==> src/rtl/fetch_sequencer.sv <==
// Fetch sequencer: owns the PC, runs one req/ack fetch at a time and issues each word downstream.
// Define FETCH_SEQ_CALL_STACK_EN to add the call/return stack (call_valid/ret_valid, fault).
module fetch_sequencer #(
  parameter int                ADDR_W      = 8,
  parameter int                DATA_W      = 16,
  parameter logic [ADDR_W-1:0] RESET_VEC   = '0,
  parameter int                STACK_DEPTH = 4
) (
  input  logic              clk,
  input  logic              reset_n,
  input  logic              run,
  input  logic              step,
  input  logic              halt_req,
  input  logic              resume,
  output logic              mem_req,
  output logic [ADDR_W-1:0] mem_addr,
  input  logic              mem_ack,
  input  logic [DATA_W-1:0] mem_rdata,
  output logic              instr_valid,
  output logic [DATA_W-1:0] instr_data,
  output logic [ADDR_W-1:0] instr_pc,
  input  logic              instr_ready,
  input  logic              redir_valid,
  input  logic [ADDR_W-1:0] redir_addr,
`ifdef FETCH_SEQ_CALL_STACK_EN
  input  logic              call_valid,
  input  logic              ret_valid,
`endif
  output logic [ADDR_W-1:0] pc,
  output logic              halted,
  output logic              wrapped,
  output logic              fault
);

  typedef enum logic [1:0] {IDLE, FETCH, ISSUE, HALTED} state_t;

  typedef struct packed {
    logic [DATA_W-1:0] data;
    logic [ADDR_W-1:0] pc;
  } instr_t;

  state_t            state;
  instr_t            instr_q;
  logic              step_q, resume_q;
  logic              step_ev, resume_ev, accept, wrap_hit;
  logic [ADDR_W-1:0] pc_seq, pc_nxt;

  assign step_ev    = step & ~step_q;
  assign resume_ev  = resume & ~resume_q;
  assign accept     = (state == ISSUE) && instr_ready;
  assign pc_seq     = pc + 1'b1;
  assign mem_addr   = pc;
  assign instr_data = instr_q.data;
  assign instr_pc   = instr_q.pc;

`ifdef FETCH_SEQ_CALL_STACK_EN
  localparam int SP_W  = $clog2(STACK_DEPTH + 1);
  localparam int IDX_W = (STACK_DEPTH > 1) ? $clog2(STACK_DEPTH) : 1;

  logic [STACK_DEPTH-1:0][ADDR_W-1:0] stack;
  logic [SP_W-1:0]                    sp;
  logic [IDX_W-1:0]                   push_idx, top_idx;
  logic                               push, pop, fault_hit;

  assign push_idx = IDX_W'(sp);
  assign top_idx  = IDX_W'(sp - 1'b1);

  // ret beats call; call beats a plain redirect and always jumps, even when the push is dropped
  always_comb begin
    pc_nxt    = redir_valid ? redir_addr : pc_seq;
    wrap_hit  = ~redir_valid & (&pc);
    push      = 1'b0;
    pop       = 1'b0;
    fault_hit = 1'b0;
    if (ret_valid) begin
      if (sp == '0) begin
        fault_hit = 1'b1;
        pc_nxt    = pc_seq;
        wrap_hit  = &pc;
      end else begin
        pop      = 1'b1;
        pc_nxt   = stack[top_idx];
        wrap_hit = 1'b0;
      end
    end else if (call_valid) begin
      pc_nxt   = redir_addr;
      wrap_hit = 1'b0;
      if (sp == SP_W'(STACK_DEPTH)) fault_hit = 1'b1;
      else                          push      = 1'b1;
    end
  end

  always_ff @(posedge clk or negedge reset_n) begin
    if (!reset_n) begin
      stack <= '0;
      sp    <= '0;
      fault <= 1'b0;
    end else if (accept) begin
      if (push) begin
        stack[push_idx] <= pc_seq;
        sp              <= sp + 1'b1;
      end
      if (pop)       sp    <= sp - 1'b1;
      if (fault_hit) fault <= 1'b1;
    end
  end
`else
  always_comb begin
    pc_nxt   = redir_valid ? redir_addr : pc_seq;
    wrap_hit = ~redir_valid & (&pc);
  end

  assign fault = 1'b0;
`endif

  always_ff @(posedge clk or negedge reset_n) begin
    if (!reset_n) begin
      state       <= IDLE;
      pc          <= RESET_VEC;
      mem_req     <= 1'b0;
      instr_valid <= 1'b0;
      instr_q     <= '0;
      halted      <= 1'b0;
      wrapped     <= 1'b0;
      step_q      <= 1'b0;
      resume_q    <= 1'b0;
    end else begin
      step_q   <= step;
      resume_q <= resume;
      case (state)
        IDLE: begin
          if (halt_req) begin
            state  <= HALTED;
            halted <= 1'b1;
          end else if (run || step_ev) begin
            state   <= FETCH;
            mem_req <= 1'b1;
          end
        end
        FETCH: begin
          if (mem_ack) begin
            instr_q     <= '{data: mem_rdata, pc: pc};
            mem_req     <= 1'b0;
            instr_valid <= 1'b1;
            state       <= ISSUE;
          end
        end
        ISSUE: begin
          if (instr_ready) begin
            instr_valid <= 1'b0;
            pc          <= pc_nxt;
            wrapped     <= wrapped | wrap_hit;
            if (halt_req) begin
              state  <= HALTED;
              halted <= 1'b1;
            end else if (run) begin
              state   <= FETCH;
              mem_req <= 1'b1;
            end else begin
              state <= IDLE;
            end
          end
        end
        HALTED: begin
          if (resume_ev) begin
            state  <= IDLE;
            halted <= 1'b0;
          end
        end
        default: state <= IDLE;
      endcase
    end
  end

endmodule
==> config.mk <==
export PLATFORM = sky130hd
export DESIGN_NAME = fetch_sequencer
export DESIGN_NICKNAME = d
export VERILOG_FILES = /design/src/rtl/fetch_sequencer.sv
export SDC_FILE = /design/constraint.sdc
export NUM_CORES = 1
export LEC_CHECK = 0
export CAP_MARGIN = 15
export CORE_MARGIN = 5
export CORE_UTILIZATION = 30
export DETAILED_ROUTE_END_ITERATION = 10
export SLEW_MARGIN = 20
export SYNTH_ARGS = -nofsm -noshare
export SYNTH_HDL_FRONTEND = slang
export SYNTH_SLANG_ARGS = --single-unit
==> constraint.sdc <==
create_clock -name clk -period 1.7 [get_ports clk]
set_input_delay 0.34 -clock clk [delete_from_list [all_inputs] [get_ports clk]]
set_output_delay 0.34 -clock clk [all_outputs]
set_load 0.02 [all_outputs]
# --- After elaboration in Yosys (flattened, before gate mapping) ---
# Index checks and enable logic that the tools add are counted.
# Widths: inputs -> output; s select.
classes:
  addsub: 1
  n_eq_ne: 11
  n_mux: 23
  n_bitwise: 7
  n_reduce_logical: 12
ops:
  columns: ["cell", "n"]
  rows:
  - ["$ne 2x2->1 const B", 7]
  - ["$mux 1", 12]
  - ["$mux 2", 6]
  - ["$add 8x1->8 const B", 1]
  - ["$mux 8", 1]
  - ["$pmux 2 s4", 1]
  - ["$reduce_and 8->1", 1]
  - ["$reduce_and 7->1", 1]
  - ["$pmux 1 s3", 2]
  - ["$reduce_and 3->1", 2]
  - ["$reduce_bool 3->1", 2]
  - ["$eq 2x2->1 const B", 2]
  - ["$reduce_and 2->1", 2]
  - ["$reduce_and 4->1", 1]
  - ["$and 1x1->1", 3]
  - ["$ne 3x3->1 const B", 1]
  - ["$not 1->1", 3]
  - ["$eq 2x1->1 const B", 1]
  - ["$logic_not 2->1", 1]
  - ["$pmux 1 s2", 1]
  - ["$reduce_bool 2->1", 1]
  - ["$logic_or 1x1->1", 1]
  - ["$or 1x1->1", 1]
totals:
  register_bits: 40
  inputBits: 33
  output_inout_bits: 45
  word_cells: 64

# --- Longest topological paths before layout ---
logic_depth:
  word_depth: 6
  depth_mapped: 7
  depth_no_buf: 6

# --- Worst setup path after synthesis ---
# OpenSTA, ideal clock, no wires.
synth_timing:
  path_type: "reg2reg"
  startpoint: "reg state[1]"
  endpoint: "reg instr_q, in the netlist instr_data[0]"
  setup_time_ns: 0.125
  t_arrival_ns: 1.293
  t_required_ns: 1.575
  path_slack_ns: 0.282
  stages_incl_launch_ff: 6
  path_buffers: 1
  period_less_slack_ns: 1.418
  cell_sequence: "dfrtp_1 -> inv_1 -> ha_1 -> nand2_2 -> buf_6 -> mux2_2"
synth_via:
  elab_chain_cells: 2
synth_rtl:
  columns: ["item", "line", "source"]
  rows:
  - ["from (decl)", "42", "state_t state;"]
  - ["from (signal assigned)", "118", "state <= IDLE;"]
  - ["from (signal assigned)", "133", "state <= HALTED;"]
  - ["from (signal assigned)", "136", "state <= FETCH;"]
  - ["$eq 2x1->1", "130", "case (state)"]
  - ["$reduce_and 2->1 (no source line)", null, null]
  - ["to (signal assigned)", "142", "instr_q <= '{data: mem_rdata, pc: pc};"]
  - ["to (decl)", "43", "instr_t instr_q;"]
# No other way between the ends.
# A chain may end at the register's enable or synchronous reset.

# --- Worst setup path in the final report ---
layout_timing:
  startpoint: "reg pc[4], in the netlist mem_addr[4]"
  endpoint: "out mem_addr[4]"
layout_rtl:
  columns: ["item", "line", "source"]
  rows:
  - ["from (decl)", "29", "output logic [ADDR_W-1:0] pc,"]
  - ["from (signal assigned)", "151", "pc <= pc_nxt;"]
  - ["to (decl)", "16", "output logic [ADDR_W-1:0] mem_addr,"]
# No word-level cell between the ends.

==> metrics.md <==
| Metric | Value |
|---|---|
| Commonest non-fill, non-tap cell in the layout | `sky130_fd_sc_hd__clkdlybuf4s50_1` |
| Clock network latency to the later pin of the worst-skew pair | `0.28 ns` |
| Root Buffer | `sky130_fd_sc_hd__clkbuf_8` |
| RSZ-0062 raised after global routing | `false` |
| Overflow left after global routing | `0` |
| Final GP Congestion | `0.7929` |
| Cell count after synthesis | `162` |
| Final setup vio count | `0` |
| Layout cells sized above 1 | `21.58%` |
| Time the final worst path needs with I/O delays and setup | `1.618 ns` |
| Power density cells | `1821 nW/um^2` |
| Wire length per cell after detailed routing | `14.08 microns` |
| Design Area, Final | `2849 sq um` |
| Number of maximum-capacitance violations | `0` |
| Detailed-route vias per instance | `4.575` |
| Maximum clock insertion buffer count | `2` |
| Number of register bits inferred by synthesis | `40` |
| Maximum clock skew at final layout | `0.005990 ns` |
| Tightest Hold Check Type | `primary input to async pin` |
| Total cell area at the placement stage | `2775 sq um` |
| HPWL Detailed | `3495 microns` |
| Setup ws final | `0.08241 ns` |
| Floorplan die width | `90.35 microns` |
| Num ports | `78` |
| Area growth from synthesis to layout | `47.09%` |
| Slew Limit Fails | `0` |
| Netlist cell types | `33` |
| Leakage power | `1.267 nW` |
| Y dimension of the die | `90.35 microns` |
| Critical Path Source Type | `flip-flop` |
| Critical path endpoint category | `primary output` |
| Cell with the largest stage delay on the worst path | `sky130_fd_sc_hd__clkdlybuf4s50_1` |
| Post-placement setup slack | `0.1164 ns` |
| Post-route fraction of the period consumed by the critical path | `95.15%` |
| H-Tree Depth | `2` |
| Clock tree from TritonCTS | `built` |
| Wirelength, routed | `4478 microns` |
| Vias in the first global route | `1554` |
| Sum of internal, switching and leakage power | `5.189 mW` |
| Number of input and output port buffers inserted | `76` |
| Synthesis Warnings | `0` |
| Register cell area after layout | `1002 sq um` |
| Number of vias in the routed layout | `1455` |
| Global-route wire length before repair | `7679 microns` |
| Cell chain of the critical path | `clkdlybuf4s50_1` |
| Critical Path Max Stage Delay | `0.62 ns` |
| Post-layout net count | `281` |
| Portion of the post-synthesis area used by sequential elements | `51.68%` |
| Count of routing violations after the opening detailed-route iteration | `38` |
| ANT nets after route | `0` |
| Maximum number of pins on one net before global-route repair | `22` |
| Number of hold buffers added after cts | `0` |
| Maximum resistive drop on vdd | `0.7320 mV` |
| Crit Path Max Fanout | `3` |
| First-pass iteration count of the detailed router | `4` |
| Netlist area before placement | `1937 sq um` |
| Run status | `finished, final reports clean` |
| Cell class contributing the biggest share of worst-path delay | `buffers and inverters` |
| Signal arrival time at the worst endpoint | `1.28 ns` |
| Most used cells in the layout excluding fill and tap cells | `sky130_fd_sc_hd__clkdlybuf4s50_1, sky130_fd_sc_hd__dfrtp_1, sky130_fd_sc_hd__mux2_2` |
| Number of antenna repair diodes | `0` |
| Standard-cell row count | `29` |
| FILL cells | `628` |
| TritonCTS Sinks | `40` |
| Data required, critical path | `1.36 ns` |
| Initial antenna violation count | `0` |
| Tot GR Track Use | `11.58%` |
| Post-synthesis net count | `202` |
| Post-CTS setup-driven buffer insertion count | `0` |
| Final hold violation count | `0` |
| Final core utilization | `45.12%` |
| Category of the critical setup timing path | `flip-flop to primary output` |
| Area taken by multi-input logic gates | `795.8 sq um` |
| Average size of a mapped cell | `11.96 sq um` |
| Die Area | `8163 sq um` |
| Critical path buffers and inverters | `1` |
| Fmax | `0.6182 GHz` |
| Initial core utilization | `30.68%` |
| Area of the core region | `6314 sq um` |
| DRC viols | `0` |
| Clock edge transition at the registers on the reported setup and hold paths | `0.08 ns` |
| Fin Setup TNS | `0 ns` |
| Clock buffer count from CTS | `5` |
## per-stage QoR
| stage | hold WS, ns | instances |
|---|---|---|
| CTS | 0.02136 | 318 |
| finish | 0.007463 | 318 |
| global placement | 0.3320 | 311 |
| global route | 0.03884 | 318 |
| detailed placement | 0.3352 | 311 |
| floorplan | 0.04441 | 162 |
## final cells by class
type	count	share of cell area (%)
well taps	77	3.382
repair buffers	86	29.86
multi-input cells	101	27.93
clock buffers	6	2.547
inverters	7	0.9223
clock inverters	1	0.1757
flip-flops and latches	40	35.18
## power by group
| group | total [mW] | switching (mW) | internal, mW | leakage (nW) |
|---|---|---|---|---|
| Combinational | 2.93 | 1.43 | 1.49 | 0.745 |
| Sequential | 1.67 | 0.287 | 1.39 | 0.481 |
| Clock | 0.589 | 0.310 | 0.279 | 0.0410 |
## final timing paths
| kind | start | to | slack [ns] | cells after the start |
|---|---|---|---|---|
| min in group clk | wrapped$_DFFE_PN0P_ | wrapped$_DFFE_PN0P_ | 0.49 | 1 |
| worst max register to register | state[1]$_DFFE_PN0P_ | instr_pc[2]$_DFFE_PN0P_ | 0.15 | 5 |
| worst min register to register | wrapped$_DFFE_PN0P_ | wrapped$_DFFE_PN0P_ | 0.49 | 1 |
| worst min-delay path | reset_n | instr_pc[6]$_DFFE_PN0P_ | 0.007 | 1 |
| worst max-delay path | mem_addr[4]$_DFFE_PN0P_ | mem_addr[4] | 0.08 | 1 |
| max in group asynchronous | reset_n | state[0]$_DFFE_PN0P_ | 1.19 | 2 |
## state kept, by name, indices dropped and copies added, names as in the netlist
name         cells
mem_req          1
step_q           1
state            2
wrapped          1
instr_data      16
mem_addr         8
instr_valid      1
halted           1
resume_q         1
instr_pc         8
## cells in the mapped netlist, drive strengths merged
master | number | share of area (%)
dfrtp | 40 | 52
mux2 | 24 | 14
buf | 14 | 5.9
nand2 | 11 | 2.3
a21oi | 10 | 2.8
o21ai | 8 | 2.1
ha | 7 | 4.5
inv | 7 | 1.4
mux2i | 6 | 3.1
nor2 | 6 | 1.2
nand3 | 5 | 1.6
o22ai | 5 | 1.6
nor3 | 4 | 1.3
nand2b | 2 | 0.65
nand4 | 2 | 0.65
nor2b | 2 | 1.0
a211oi | 1 | 0.65
a31o | 1 | 0.45
a31oi | 1 | 0.32
and2 | 1 | 0.45
and4 | 1 | 0.45
conb | 1 | 0.19
nor4b | 1 | 0.77
o21a | 1 | 0.39
o221ai | 1 | 0.77
## metal layers
metal	track usage (%)	routed length [microns]	vias to the layer above
li1	-	-	712
met1	13.19	1809	688
met2	19.82	2253	49
met3	5.000	372	6
met4	2.978	42	0
met5	0	0	-
## repair_timing
item | CTS | global route
pin swaps | 0 | 0
resized for setup | 8 | 3
hold endpoints to repair | 0 | 0
endpoints found under the setup margin | 8 | 3
## cells by family after synthesis
logic type,count (synthesis),share of synthesized area [%]
compound gates,28,9.044
simple gates,35,10.27
mux,30,17.05
flops,40,51.68
other cells,1,0.1936
buf+inv,21,7.235
fa+ha+maj,7,4.522
Power figures use the tool's default switching activity.
